[config.mk]
export PLATFORM = sky130hd
export DESIGN_NAME = lvds_tx_arbiter
export DESIGN_NICKNAME = d
export VERILOG_FILES = /design/src/rtl/lvds_tx_pkg.sv /design/src/rtl/lvds_rr_arb2.sv /design/src/rtl/lvds_tx_arbiter.sv
export SDC_FILE = /design/constraint.sdc
export NUM_CORES = 1
export LEC_CHECK = 0
export ABC_CLOCK_PERIOD_IN_PS = 4600
export BUFFER_PORTS_ARGS = -buffer_cell sky130_fd_sc_hd__buf_2
export CAP_MARGIN = 20
export CORE_MARGIN = 10
export CORE_UTILIZATION = 23
export DETAILED_ROUTE_END_ITERATION = 12
export SLEW_MARGIN = 20
export SYNTH_ARGS = -nofsm -noshare
export SYNTH_HDL_FRONTEND = slang
export SYNTH_HIERARCHICAL = 1
export SYNTH_SLANG_ARGS = --single-unit
[constraint.sdc]
create_clock -name C -period 4.6 [get_ports C]
set_input_delay 0.92 -clock C [delete_from_list [all_inputs] [get_ports C]]
set_output_delay 0.92 -clock C [all_outputs]
set_load 0.02 [all_outputs]
[src/rtl/lvds_tx_pkg.sv]
// ---------------------------------------------------------------------------
// lvds_tx_pkg
// Shared definitions for the LVDS transmit arbiter: the FSM state
// enumeration, the default data word width and the one-hot grant encodings.
// ---------------------------------------------------------------------------
package lvds_tx_pkg;

    localparam int DEFAULT_DW = 8;

    typedef enum logic [2:0] {
        ST_IDLE,
        ST_START,
        ST_DATA,
        ST_STOP,
        ST_GAP
    } state_t;

    // One-hot owner encodings carried on GNT.
    localparam logic [1:0] GNT_NONE = 2'b00;
    localparam logic [1:0] GNT_0    = 2'b01;
    localparam logic [1:0] GNT_1    = 2'b10;

endpackage

[src/rtl/lvds_rr_arb2.sv]
// ---------------------------------------------------------------------------
// lvds_rr_arb2
// Two-way round-robin arbiter. The grant is a combinational function of the
// request pair and a one-bit priority pointer; the pointer moves only when
// the owner pulses adv, so a grant offered but not taken changes nothing.
//
// Ports
//   clk  : clock, rising edge
//   rst  : asynchronous active-high reset (requester 0 gets priority)
//   req  : request pair, bit 0 = requester 0, bit 1 = requester 1
//   adv  : strobe, the current grant has been accepted
//   gnt  : one-hot grant, 00 when nobody requests
// ---------------------------------------------------------------------------
module lvds_rr_arb2
    import lvds_tx_pkg::*;
(
    input  logic       clk,
    input  logic       rst,
    input  logic [1:0] req,
    input  logic       adv,
    output logic [1:0] gnt
);

    // 1 means requester 1 wins a tie (requester 0 was served last).
    logic prio1;

    always_comb begin
        gnt = GNT_NONE;
        if (req[0] && (!req[1] || !prio1)) begin
            gnt = GNT_0;
        end else if (req[1]) begin
            gnt = GNT_1;
        end
    end

    always_ff @(posedge clk or posedge rst) begin
        if (rst) begin
            prio1 <= 1'b0;
        end else if (adv) begin
            prio1 <= gnt[0];
        end
    end

endmodule

[src/rtl/lvds_tx_arbiter.sv]
// ---------------------------------------------------------------------------
// lvds_tx_arbiter
// Shares one LVDS tri-state transmitter between two requesters. Each granted
// word is sent as a start bit (1), DW data bits LSB first and a stop bit (0)
// with the driver enabled, followed by TURN high-Z turnaround cycles.
// All outputs come straight from flops.
//
// Ports
//   C             : clock, rising edge
//   CLR           : asynchronous active-high reset
//   REQ0 / REQ1   : level requests, held until the matching ACK
//   DATA0 / DATA1 : words, captured at the grant edge
//   ACK0 / ACK1   : one-cycle pulse during the stop bit of that word
//   GNT           : one-hot owner, 00 when idle
//   I_OUT         : serial data to the buffer I input
//   T_OUT         : buffer tri-state control, 1 = high-Z
//   BUSY          : 1 whenever the FSM is not idle
// ---------------------------------------------------------------------------
module lvds_tx_arbiter
    import lvds_tx_pkg::*;
#(
    parameter int TURN = 2,
    parameter int DW   = DEFAULT_DW
) (
    input  logic          C,
    input  logic          CLR,
    input  logic          REQ0,
    input  logic [DW-1:0] DATA0,
    output logic          ACK0,
    input  logic          REQ1,
    input  logic [DW-1:0] DATA1,
    output logic          ACK1,
    output logic [1:0]    GNT,
    output logic          I_OUT,
    output logic          T_OUT,
    output logic          BUSY
);

    localparam int            CW       = (DW > 1) ? $clog2(DW) : 1;
    localparam logic [CW-1:0] BIT_LAST = CW'(DW - 1);
    localparam logic [3:0]    GAP_LAST = 4'(TURN - 1);

    state_t        state;
    logic [CW-1:0] bit_cnt;
    logic [3:0]    gap_cnt;
    logic [DW-1:0] shreg;
    logic [1:0]    arb_gnt;
    logic          grant_take;

    // The arbiter is only consulted in IDLE, so requests that change while
    // a word is in flight cannot disturb it.
    assign grant_take = (state == ST_IDLE) && (arb_gnt != GNT_NONE);

    lvds_rr_arb2 u_arb (
        .clk (C),
        .rst (CLR),
        .req ({REQ1, REQ0}),
        .adv (grant_take),
        .gnt (arb_gnt)
    );

    // Shift register holds only data, so it carries no reset. It is loaded
    // at the grant edge and shifted as each bit is presented on I_OUT.
    always_ff @(posedge C) begin
        if (grant_take) begin
            shreg <= arb_gnt[1] ? DATA1 : DATA0;
        end else if ((state == ST_START) || (state == ST_DATA)) begin
            shreg <= shreg >> 1;
        end
    end

    always_ff @(posedge C or posedge CLR) begin
        if (CLR) begin
            state   <= ST_IDLE;
            GNT     <= GNT_NONE;
            T_OUT   <= 1'b1;
            I_OUT   <= 1'b0;
            ACK0    <= 1'b0;
            ACK1    <= 1'b0;
            BUSY    <= 1'b0;
            bit_cnt <= '0;
            gap_cnt <= '0;
        end else begin
            unique case (state)
                ST_IDLE: begin
                    if (grant_take) begin
                        state <= ST_START;
                        GNT   <= arb_gnt;
                        T_OUT <= 1'b0;
                        I_OUT <= 1'b1;
                        BUSY  <= 1'b1;
                    end
                end
                ST_START: begin
                    state   <= ST_DATA;
                    I_OUT   <= shreg[0];
                    bit_cnt <= '0;
                end
                ST_DATA: begin
                    if (bit_cnt == BIT_LAST) begin
                        state <= ST_STOP;
                        I_OUT <= 1'b0;
                        ACK0  <= GNT[0];
                        ACK1  <= GNT[1];
                    end else begin
                        bit_cnt <= bit_cnt + 1'b1;
                        I_OUT   <= shreg[0];
                    end
                end
                ST_STOP: begin
                    state   <= ST_GAP;
                    T_OUT   <= 1'b1;
                    ACK0    <= 1'b0;
                    ACK1    <= 1'b0;
                    gap_cnt <= '0;
                end
                ST_GAP: begin
                    // GNT stays with the owner through turnaround.
                    if (gap_cnt == GAP_LAST) begin
                        state <= ST_IDLE;
                        GNT   <= GNT_NONE;
                        BUSY  <= 1'b0;
                    end else begin
                        gap_cnt <= gap_cnt + 1'b1;
                    end
                end
                default: begin
                    state <= ST_IDLE;
                end
            endcase
        end
    end

endmodule

==> results.md, run 1 <==
* Status: finished clean
* Comb pwr share at 44.2%
* Mapped Cells at 121
* Mapped Area at 1440 um^2
* Fin crit share at 47.4%
* Routed Wire Length at 3140 um
* DR vias/cell at 4.58
* Max-Cap Viols at 0
* Yosys cell types at 40
* Sequential power share at 43.5%
* Yosys top cell by area: dfrtp_1
* First-pass GRT wire length at 5130 um
* Synth top area cells: dfrtp_1, edfxtp_1, mux2_4
* Max Clock Skew at 5.69 ps
* Clock network fraction of total power at 12.3%
* Min-delay worst type: in2async
* Die Y at 99.0 um
* Seq cells post-synth at 26
* CP Cell Sequence: buf_2 -> a21boi_2 -> nor2_1 -> a21oi_1
* Required time of the critical path at 4510 ps
* DP Area at 1650 um^2
* Worst Setup Start Kind: input pin
* Layout cell share with drive strength beyond 1 at 36.1%
* Die area at 9810 um^2
* Final nets at 172
* Finished Layout Cells at 222
* Initial antenna violation count at 0
* Int Power at 0.000669 W
* Worst vdd ir at 0.000230 V
* IO Pins at 27
* Post-synth EDFFs at 8
* Fraction of power spent switching nets at 38.6%
* Rel. slew slack at 40.1%
* PortBufs at 26
* Clk slew on worst S/H paths at 90 ps
* Most common cell after layout, fill and taps aside: buf_2
* R2R Path End: shreg[0]
* Worst path slowest cell: a21oi_1
* Clock sink count at 26
* R2R Setup Slk at 2440 ps
* Detailed Place HPWL at 2360 um
* Max incr delay on CP at 730 ps
* Clock Latency Late Sink at 280 ps
* Setup TNS Final at 0 ps
* Final Util at 28.3%
* Max-slew violation count at 0
* # setup viols final at 0
* DRT iter0 DRCs at 44
* Vias in the first global route at 1,066
* Switching pwr at 0.000420 W
* Area growth syn-to-layout at 17.9%
* Remaining antenna violation count at 0
* First-pass iteration count of the detailed router at 4
* Residual DRC at 0
* Async S/R FF share, synth at 69.2%
* Post-synth net total at 145
* Peak Freq at 458 MHz
* Number of diodes at 0
* Gp weighted congestion at 0.797
* RR Startpoint: state[0]
* Largest net degree at the start of global routing at 21
* Hold Slack at 475 ps
* Final min period at 2180 ps
* Worst EP arrival at 2090 ps
* Die Wd at 99.0 um
* Root Buffer: clkbuf_8
* Gr usage total at 6.31%
* Yosys top cell area share at 29.6%
* CTS H-tree depth at 1
* Commonest non-fill, non-tap cells in the layout: buf_2, dfrtp_1
* Inst Count DP at 218
* R2R depth at 2
* Hold_buf cts at 0
* Final hold violation count at 0
* Area of the core at 5990 um^2
* Worst Path Max Fanout at 9
* Via count at 1,016
* CTS max path bufs at 2
* Remaining global-route overflow at 0
* CTS buffer count at 3
* Row count at 28
* Post-CTS sizing at 0
* Worst Tran Pin Value at 898 ps
* RSZ-0062 raised after global routing: false
* Design area at 1690 um^2
* Yosys warns at 6
* Avg WL per Cell at 14.1 um
* Power per cell area at 643 nW/um^2
* CTS tree: done
* Initial Util at 24.0%
* Mean Syn Cell Area at 11.9 um^2
* LEAKAGE at 0.766 nW
* CP Capture Type: flip-flop
* Post-CTS Setup Inserts at 0
* Worst setup path class: in2reg
* Top FF cell, synth: dfrtp_1
* Sequential share of the synthesized area at 48.2%
[flip-flops by register name, indices dropped and copies added, names as in the netlist]
name and count:
ACK1 1, shreg 8, bit_cnt 3, BUSY 1, I_OUT 1, GNT 2, T_OUT 1, state 3
gap_cnt 4, ACK0 1, u_arb/prio1 1
[routing by layer]
metal	routed length [um]	GRT usage, %
met5	0	0
met4	38	2.32
met3	154	2.44
met2	1350	9.07
met1	1600	8.27
[kinds of logic after synthesis]
kind of cell,synth area share (%)
compound gates,17.7
xor+xnor,0.610
fa+ha+maj,3.48
buf+inv,4.09
flops,48.2
mux,14.5
simple gates,11.4
[synth_stat cells (2+ instances only)]
library cell / number
dfrtp_1: 17
a22o_1: 8
edfxtp_1: 8
inv_1: 8
mux2_4: 8
mux2_2: 7
a21oi_1: 6
a21o_1: 4
ha_1: 4
nand2_1: 4
nor2_1: 4
clkbuf_1: 3
nor2b_1: 3
o21ai_0: 3
a211oi_1: 2
a221oi_2: 2
a2bb2oi_1: 2
and3_1: 2
nand2b_1: 2
nor3_1: 2
nor4_1: 2
o22ai_1: 2
[layout make-up]
type / count / area [um^2]
Timing Repair Buffer: 27 / 138
Clock buffer: 3 / 41.3
Multi-Input combinational cell: 81 / 686
Sequential cell: 26 / 692
Inverter: 9 / 38.8
Clock inverter: 1 / 3.75
Fill cell: 623 / 4300
Tap cell: 75 / 93.8
[how the worst max path moves through the flow]
| stage | start | endpoint | depth (start not counted) |
|---|---|---|---|
| finish | REQ1 | shreg[0] | 4 |
| global route | REQ1 | shreg[1] | 4 |
| CTS | REQ1 | shreg[0] | 4 |
| detailed placement | REQ1 | shreg[5] | 4 |
| global placement | REQ1 | shreg[5] | 6 |
| floorplan | REQ1 | shreg[1] | 4 |
[metrics by stage]
| step | setup slack [ps] | total power, W |
|---|---|---|
| after global placement | 2200 | 0.000950 |
| after detailed placement | 2130 | 0.000962 |
| after global routing | 2310 | 0.00116 |
| after CTS | 2420 | 0.00110 |
| after floorplan | 2180 | 0.000843 |
| final | 2420 | 0.00109 |
[power groups by stage]
stage,Sequential [W],Combinational [W],Clock (W)
3_3_place_gp,0.000477,0.000473,0
3_5_place_dp,0.000477,0.000486,0
5_1_grt,0.000490,0.000525,0.000150
2_1_floorplan,0.000441,0.000401,0
4_1_cts,0.000473,0.000487,0.000140
6_report,0.000473,0.000482,0.000134
[worst max-delay path: cells and delay by family]
kind / cells / cell delay (ps)
AOI/OAI and AO/OA: 2 / 960
and+or+nand+nor: 1 / 100
buffers and inverters: 1 / 110
Power figures use the tool's default switching activity.
==> run 2: changes to the inputs <==
--- a/config.mk
+++ b/config.mk
@@ -5,7 +5,7 @@
 export SDC_FILE = /design/constraint.sdc
 export NUM_CORES = 1
 export LEC_CHECK = 0
-export ABC_CLOCK_PERIOD_IN_PS = 4600
+export ABC_CLOCK_PERIOD_IN_PS = 2200
 export BUFFER_PORTS_ARGS = -buffer_cell sky130_fd_sc_hd__buf_2
 export CAP_MARGIN = 20
 export CORE_MARGIN = 10
==> constraint.sdc (replaced) <==
create_clock -name C -period 2.2 [get_ports C]
set_input_delay 0.44 -clock C [delete_from_list [all_inputs] [get_ports C]]
set_output_delay 0.44 -clock C [all_outputs]
set_load 0.02 [all_outputs]
==> run 2 against run 1 <==
Against the previous run:
- clock-buffer cell count increased by 1
- total power increased by 120%
- clock power increased by 100%
- combinational power increased by 150%
- clock skew decreased by 4.3 ps
- critical path depth increased by 1
- global-route usage increased by 0.084 points
- first-iteration DRC count increased by 27%
- wire length increased by 0.61%
- worst setup slack got worse by 2000 ps
- die area unchanged
- design area increased by 2.8%
==> results.md, run 2 (same netlist as run 1, synthesis figures left out) <==
* Status: finished clean
* # setup viols final at 0
* Layout cell share with drive strength beyond 1 at 37.9%
* Remaining global-route overflow at 0
* Gp weighted congestion at 0.748
* DRT iter0 DRCs at 56
* Via count at 1,045
* Area of the core at 5990 um^2
* First-pass iteration count of the detailed router at 4
* Commonest non-fill, non-tap cells in the layout: buf_2, dfrtp_1
* Final nets at 178
* Final min period at 1790 ps
* Die Wd at 99.0 um
* Largest net degree at the start of global routing at 20
* WP buf/inv at 1
* Comb pwr share at 51.0%
* Finished Layout Cells at 228
* CP Cell Sequence: a21boi_2 -> nor2_1 -> or3_4 -> clkinv_4 -> mux2_4
* IO Pins at 27
* Switching pwr at 0.000890 W
* Max Clock Skew at 1.43 ps
* Worst Setup Start Kind: flip-flop
* Clk slew on worst S/H paths at 90 ps
* Inst Count DP at 223
* Min-delay worst type: reg2reg
* Row count at 28
* Routed met1 length at 1560 um
* Vias in the first global route at 1,084
* Worst EP arrival at 1820 ps
* Crit-path leading delay family: simple AND/OR/NAND/NOR gates
* Rel. slew slack at 54.2%
* Area growth syn-to-layout at 21.2%
* CTS max path bufs at 2
* Residual DRC at 0
* Die area at 9810 um^2
* Final hold violation count at 0
* Max reg flops at 8
* Worst Path Max Fanout at 9
* Int Power at 0.00147 W
* DP Area at 1690 um^2
* Avg WL per Cell at 13.8 um
* Largest registers: shreg (8), gap_cnt (4)
* Metal2 WL at 1400 um
* Worst vdd ir at 0.000561 V
* Design area at 1740 um^2
* Sequential power share at 37.4%
* Peak Freq at 559 MHz
* Max-Cap Viols at 0
* PortBufs at 26
* Number of diodes at 0
* Initial antenna violation count at 0
* Clock network fraction of total power at 11.6%
* Remaining antenna violation count at 0
* Largest register by flop count: shreg
* Max incr delay on CP at 410 ps
* Most common cell after layout, fill and taps aside: buf_2
* Max-slew violation count at 0
* Gr usage total at 6.39%
* Setup TNS Final at 0 ps
* Clock Latency Late Sink at 270 ps
* CP Capture Type: flip-flop
* CTS tree: done
* Routed Wire Length at 3160 um
* Fill count at 629
* Top sig layer: met3
* Multi-input gate area at 686 um^2
* CTS H-tree depth at 1
* First-pass GRT wire length at 5350 um
* Worst Tran Pin Value at 687 ps
* Power per cell area at 1360 nW/um^2
* Clock sink count at 26
* RSZ-0062 raised after global routing: false
* DR vias/cell at 4.58
* Pwr Total at 0.00236 W
* Worst setup path class: reg2reg
* CTS buffer count at 3
* Initial Util at 24.0%
* Final Util at 29.1%
* Storage element area at 692 um^2
* Fin crit share at 81.3%
* Worst path slowest cell: dfrtp_1
* Die Y at 99.0 um
* Detailed Place HPWL at 2370 um
* Fraction of power spent switching nets at 37.7%
* DR WL met3 at 196 um
* Required time of the critical path at 2230 ps
* LEAKAGE at 0.794 nW
* Root Buffer: clkbuf_8
[run 2: cell count changes in the layout (fill, tap and decap cells not counted), sizes merged]
cell         before  now
buf              27   32
clkbuf            3    4
clkinv            2    1
dlygate4sd3       0    1
[run 2: path summary, 6_finish.rpt]
kind                              from           to  slack (ps)  depth (start not counted)
max                        u_arb/prio1     shreg[5]         410                          5
min                              I_OUT        I_OUT         510                          1
max reg2reg                u_arb/prio1     shreg[5]         410                          5
min reg2reg                      I_OUT        I_OUT         510                          1
max in group asynchronous          CLR       GNT[1]         930                          3
min in group asynchronous          CLR  u_arb/prio1         560                          3
[run 2: cell type report]
type	instances	share of cell area, %
Sequential cell	26	39.8
Timing Repair Buffer	33	10.6
Tap cell	75	5.39
Inverter	9	2.23
Clock buffer	4	2.59
Multi-Input combinational cell	81	39.4
[run 2: power groups by stage]
stage          sequential, W  clock, W  combinational (W)
2_1_floorplan       0.000922         0           0.000839
3_3_place_gp        0.000888         0            0.00119
3_5_place_dp        0.000893         0            0.00120
4_1_cts             0.000886  0.000286            0.00121
5_1_grt             0.000910  0.000310            0.00133
6_report            0.000883  0.000274            0.00120
[run 2: stage by stage]
step           setup slack, ps  hold WS, ps
2_1_floorplan              259          169
3_3_place_gp               290          300
3_5_place_dp               254          300
4_1_cts                    408         2.87
5_1_grt                    328          516
6_report                   410          505
[run 2: per-layer routing]
layer	GRT usage [%]	vias up
li1	-	513
met1	8.67	508
met2	9.57	24
met3	2.51	0
met4	0.662	0
met5	0	-
[run 2: repair_timing]
item	CTS	global route
hold buffers	0	1
gates resized for setup	0	0
endpoints found under the hold margin	0	1
buffers inserted	0	0
